[config.mk]
export PLATFORM = sky130hd
export DESIGN_NAME = sw_debounce
export DESIGN_NICKNAME = d
export VERILOG_FILES = /design/src/rtl/sw_debounce.sv
export SDC_FILE = /design/constraint.sdc
export NUM_CORES = 1
export LEC_CHECK = 0
export ABC_AREA = 1
export CORE_ASPECT_RATIO = 0.7
export CORE_UTILIZATION = 45
export DETAILED_ROUTE_END_ITERATION = 10
export PLACE_DENSITY = 0.73
export SYNTH_ARGS = -nofsm -noshare
export SYNTH_HDL_FRONTEND = slang
export SYNTH_SLANG_ARGS = --single-unit
export TNS_END_PERCENT = 20
[constraint.sdc]
create_clock -name clk -period 5.4 [get_ports clk]
set_clock_uncertainty 0.1 [all_clocks]
set_input_delay 0.81 -clock clk [delete_from_list [all_inputs] [get_ports clk]]
set_output_delay 0.81 -clock clk [all_outputs]
set_load 0.005 [all_outputs]
[src/rtl/sw_debounce.sv]
// Switch-bank conditioner: per-bit two-flop synchronizer followed by a
// saturating stability counter. A clean bit flips only after its synchronized
// input has disagreed with it for STABLE_CYCLES consecutive clocks. Registered
// rise/fall/changed pulses accompany every clean-level update.
module sw_debounce #(
   parameter int WIDTH         = 9,
   parameter int STABLE_CYCLES = 500_000,
   parameter int CNT_WIDTH     = 19
) (
   input  logic             clk,
   input  logic             rst_n,
   input  logic [WIDTH-1:0] sw_raw,
   output logic [WIDTH-1:0] sw_clean,
   output logic [WIDTH-1:0] rise,
   output logic [WIDTH-1:0] fall,
   output logic             changed
);

   // Terminal count: the edge that sees this value while still mismatching
   // is the STABLE_CYCLES-th mismatching edge and performs the update.
   localparam logic [CNT_WIDTH-1:0] CNT_MAX = CNT_WIDTH'(STABLE_CYCLES - 1);

   logic [WIDTH-1:0]     s1_r;
   logic [WIDTH-1:0]     s2_r;
   logic [WIDTH-1:0]     clean_r;
   logic [WIDTH-1:0]     rise_r;
   logic [WIDTH-1:0]     fall_r;
   logic                 changed_r;
   logic [CNT_WIDTH-1:0] cnt_r      [WIDTH];

   logic [WIDTH-1:0]     clean_next_s;
   logic [CNT_WIDTH-1:0] cnt_next_s [WIDTH];

   // Two-flop synchronizer; only the second stage feeds the filter.
   always_ff @(posedge clk or negedge rst_n) begin
      if (!rst_n) begin
         s1_r <= '0;
         s2_r <= '0;
      end else begin
         s1_r <= sw_raw;
         s2_r <= s1_r;
      end
   end

   // Next-state of each bit's stability counter and clean level.
   always_comb begin
      clean_next_s = clean_r;
      for (int i = 0; i < WIDTH; i++) begin
         cnt_next_s[i] = '0;
         if (s2_r[i] == clean_r[i]) begin
            // Agreement (or a bounce back) restarts qualification.
            cnt_next_s[i] = '0;
         end else if (cnt_r[i] == CNT_MAX) begin
            clean_next_s[i] = s2_r[i];
            cnt_next_s[i]   = '0;
         end else begin
            cnt_next_s[i] = cnt_r[i] + CNT_WIDTH'(1);
         end
      end
   end

   // Counter and clean-level registers.
   always_ff @(posedge clk or negedge rst_n) begin
      if (!rst_n) begin
         clean_r <= '0;
         for (int i = 0; i < WIDTH; i++) begin
            cnt_r[i] <= '0;
         end
      end else begin
         clean_r <= clean_next_s;
         for (int i = 0; i < WIDTH; i++) begin
            cnt_r[i] <= cnt_next_s[i];
         end
      end
   end

   // Edge pulses, registered on the same edge that updates the clean level so
   // they are visible exactly during the cycle following that update.
   always_ff @(posedge clk or negedge rst_n) begin
      if (!rst_n) begin
         rise_r    <= '0;
         fall_r    <= '0;
         changed_r <= 1'b0;
      end else begin
         rise_r    <= clean_next_s & ~clean_r;
         fall_r    <= ~clean_next_s & clean_r;
         changed_r <= |(clean_next_s ^ clean_r);
      end
   end

   assign sw_clean = clean_r;
   assign rise     = rise_r;
   assign fall     = fall_r;
   assign changed  = changed_r;

endmodule
==> results.py <==
metrics = {
    "status": {
        "status": "finished with violations",
        "violations": "DRC",
    },
    "yosys": {
        "syn_area_sq_um": 11540,
        "seq_area_frac_synth_pct": 47.05,
        "synthArstFlopShare_pct": 100.0,
        "ys_seq_elements": 217,
        "ys_types": 32,
        "synth_edf_count": 0,
        "ys.flop_type": "dfrtp_1",
        "synthCells": 1509,
        "synth_warnings": 0,
        "synth_nets": 1547,
        "syn_avg_cell_area_sq_um": 7.649,
    },
    "finish": {
        "final_cells": 1909,
        "drive_gt1_share_pct": 6.124,
        "num_antenna_cells": 0,
        "area_delta_synth_final_pct": 13.28,
        "num-fill-cells": 2265,
        "fin_nets": 1606,
    },
    "detailed_routing": {
        "firstDrtPassIters": 9,
        "detail_route.wl_per_cell_microns": 12.67,
        "drt-initial-drc-count": 808,
        "drtAntennaViolNets": 0,
        "via_per_inst": 4.934,
        "met3_length_mm": 1.697,
        "vias": 9419,
        "wl_met2_mm": 9.848,
        "routed.top_layer": "met4",
        "m1WireLength_mm": 12.25,
        "drt_drc_violations_left": 1,
        "drt-total-wl_mm": 24.19,
    },
    "place": {
        "dp_cells": 1868,
        "portBuffers": 38,
        "gp_congestion": 0.9144,
        "hpwl_mm": 17.43,
    },
    "clocking": {
        "cts_sinks": 217,
        "postCtsSetupRepairBufs": 0,
        "root_buffer": "clkbuf_16",
        "numCtsBuffers": 23,
        "ctsLongestPathBuffers": 3,
        "cts_tree": "built",
        "htree_levels": 1,
        "cts_hold_buffers": 0,
        "clock_latency_ns": 0.53,
        "cts_resized": 0,
        "path_clk_slew_ns": 0.06,
    },
    "global_routing": {
        "grt_start_max_net_pins": 136,
        "grt_overflow_total": 0,
        "globalRouteTotalUtil_pct": 19.29,
        "grt_pass1_vias": 8893,
        "grt_pass1_wl_mm": 42.08,
        "antenna_found_initial": 0,
    },
    "floorplanning": {
        "fp.dieH_microns": 136.0,
        "io_pins": 39,
        "fp.dieW_microns": 193.4,
        "rows": 48,
        "core_sq_um": 24920,
        "die_area_sq_um": 26300,
        "start_util_pct": 46.31,
    },
    "sta": {
        "period_minus_slack_ns": 2.452,
        "setup_viol": 0,
        "finalHoldViolations": 0,
        "setup_tns_ns": 0,
        "maxSlewHeadroom_pct": 27.59,
        "rsz0062_at_grt": "no",
        "finalCritPeriodShare_pct": 45.41,
        "fmax_mhz": 407.8,
        "final_max_slew_viol_count": 0,
        "max_slew.worst_pin.slew_ns": 1.078,
    },
    "pwr": {
        "p_seq_share_pct": 49.6,
        "p_comb_share_pct": 3.0,
        "peakVddDrop_mv": 0.2646,
        "p_switching_mw": 0.7238,
        "pwr-share-clk_pct": 47.4,
        "power_density_nw_per_um2": 257.0,
        "p_leak_nw": 5.601,
        "swShare_pct": 21.54,
        "p_int_mw": 2.637,
    },
    "worst_setup_path": {
        "required_ns": 4.49,
        "crit_slowest_cell": "clkdlybuf4s50_1",
        "path_delay_family": "buffers and inverters",
        "worstPathArrival_ns": 1.54,
        "timing_worst_setup_path_type": "reg -> out",
        "cpPeakStageDelay_ns": 0.55,
        "path_buf_inv": 1,
        "end_kind": "primary output",
        "crit_chain": "clkdlybuf4s50_1",
        "cp-start-kind": "flop",
        "crit_fanout": 5,
    },
    "worst_hold_path": {
        "hold_path_class": "reg -> reg",
    },
    "run": {
        "maxCapViolCount": 0,
    },
}
==> area by class of cell <==
cell class | count | area, sq um | share of cell area, %
tap | 325 | 406.6 | 3.110
inverter | 181 | 679.4 | 5.196
multi-input combinational | 1106 | 5400 | 41.30
sequential | 217 | 5430 | 41.53
timing repair buffer | 39 | 405.4 | 3.100
clock inverter | 7 | 116.4 | 0.8900
clock buffer | 34 | 636.9 | 4.871
==> cells in the final DEF (no fill, tap or decap), types with 3 or more instances in the layout <==
master / instances
a21oi_1: 29
and2_1: 8
bufinv_16: 3
clkbuf_1: 9
clkbuf_16: 23
clkdlybuf4s50_1: 37
dfrtp_1: 217
ha_1: 27
inv_1: 173
inv_2: 8
nand2_1: 290
nand2_2: 19
nand3_1: 119
nand4_1: 15
nor2_1: 422
nor2_2: 19
nor2_4: 13
nor3_1: 6
nor3b_1: 8
o21ai_0: 17
o21ai_1: 10
o21bai_1: 4
o22ai_1: 5
xnor2_1: 26
xor2_1: 58
==> Yosys cell counts (2+ instances only) <==
master | count | share of area [%]
nand4_1 | 15 | 0.81
nor2_2 | 19 | 1.0
buf_2 | 2 | 0.087
inv_1 | 173 | 5.6
ha_1 | 27 | 2.9
and2_1 | 8 | 0.43
nor3_1 | 6 | 0.26
inv_2 | 8 | 0.26
and3_1 | 2 | 0.11
nor2_1 | 422 | 14
nand3_1 | 119 | 5.2
nor2_4 | 13 | 1.3
xnor2_1 | 26 | 2.0
nand3b_1 | 2 | 0.13
nand2_1 | 290 | 9.4
nand2_2 | 19 | 1.0
o21ai_1 | 10 | 0.43
o22ai_1 | 5 | 0.27
a21oi_1 | 29 | 1.3
xor2_1 | 58 | 4.4
o21ai_0 | 17 | 0.74
and2_0 | 2 | 0.11
xor2_2 | 2 | 0.28
dfrtp_1 | 217 | 47
o21bai_1 | 4 | 0.26
nor3b_1 | 8 | 0.52
==> kinds of logic after synthesis <==
group / after synthesis / synth area share [%]
fa+ha+maj: 27 / 2.927
simple gates: 926 / 34.10
flops: 217 / 47.05
xor+xnor: 86 / 6.656
buf+inv: 186 / 6.168
compound gates: 67 / 3.100
==> routing by layer <==
layer	up-vias	GRT usage [%]
met3	36	4.019
li1	4780	-
met5	-	0
met1	4313	28.99
met2	290	28.52
met4	0	3.956
==> flip-flops by register name, summed over array words and instances (netlist names) <==
| name | cells |
|---|---|
| changed | 1 |
| cnt_r | 171 |
| fall | 9 |
| rise | 9 |
| s1_r | 9 |
| s2_r | 9 |
| sw_clean | 9 |
==> path summary, 6_finish.rpt <==
path | start | end | slack, ns | depth (start not counted)
worst max register to register | cnt_r[152] | changed | 3.10 | 10
max in group asynchronous | rst_n | cnt_r[45] | 3.86 | 2
worst min-delay path | s1_r[5] | s2_r[5] | 0.25 | 0
worst min register to register | s1_r[5] | s2_r[5] | 0.25 | 0
worst max-delay path | sw_clean[1] | sw_clean[1] | 2.95 | 1
min in group asynchronous | rst_n | rise[3] | 0.32 | 1
==> power by group through the flow <==
stage               combinational [mW]  sequential (mW)  clock (mW)
floorplan                       0.0473             1.69           0
global placement                 0.103             1.69           0
detailed placement               0.105             1.69           0
CTS                              0.106             1.67        1.64
global route                     0.119             1.67        1.70
finish                           0.102             1.67        1.59
==> metrics by stage <==
step / setup slack, ns / total power, mW / instance area [sq um] / util (%) / hold slack [ns]
2_1_floorplan: 3.531 / 1.738 / 11540 / - / 0.2312
4_1_cts: 2.926 / 3.412 / 13080 / 52.46 / 0.2515
5_1_grt: 2.882 / 3.491 / 13080 / 52.46 / 0.2532
3_3_place_gp: 3.256 / 1.797 / 12320 / 49.44 / 0.2335
3_5_place_dp: 3.162 / 1.800 / 12320 / 49.44 / 0.2371
6_report: 2.948 / 3.360 / 13080 / 52.46 / 0.2504
No activity file was read; power rests on OpenSTA's default activity.
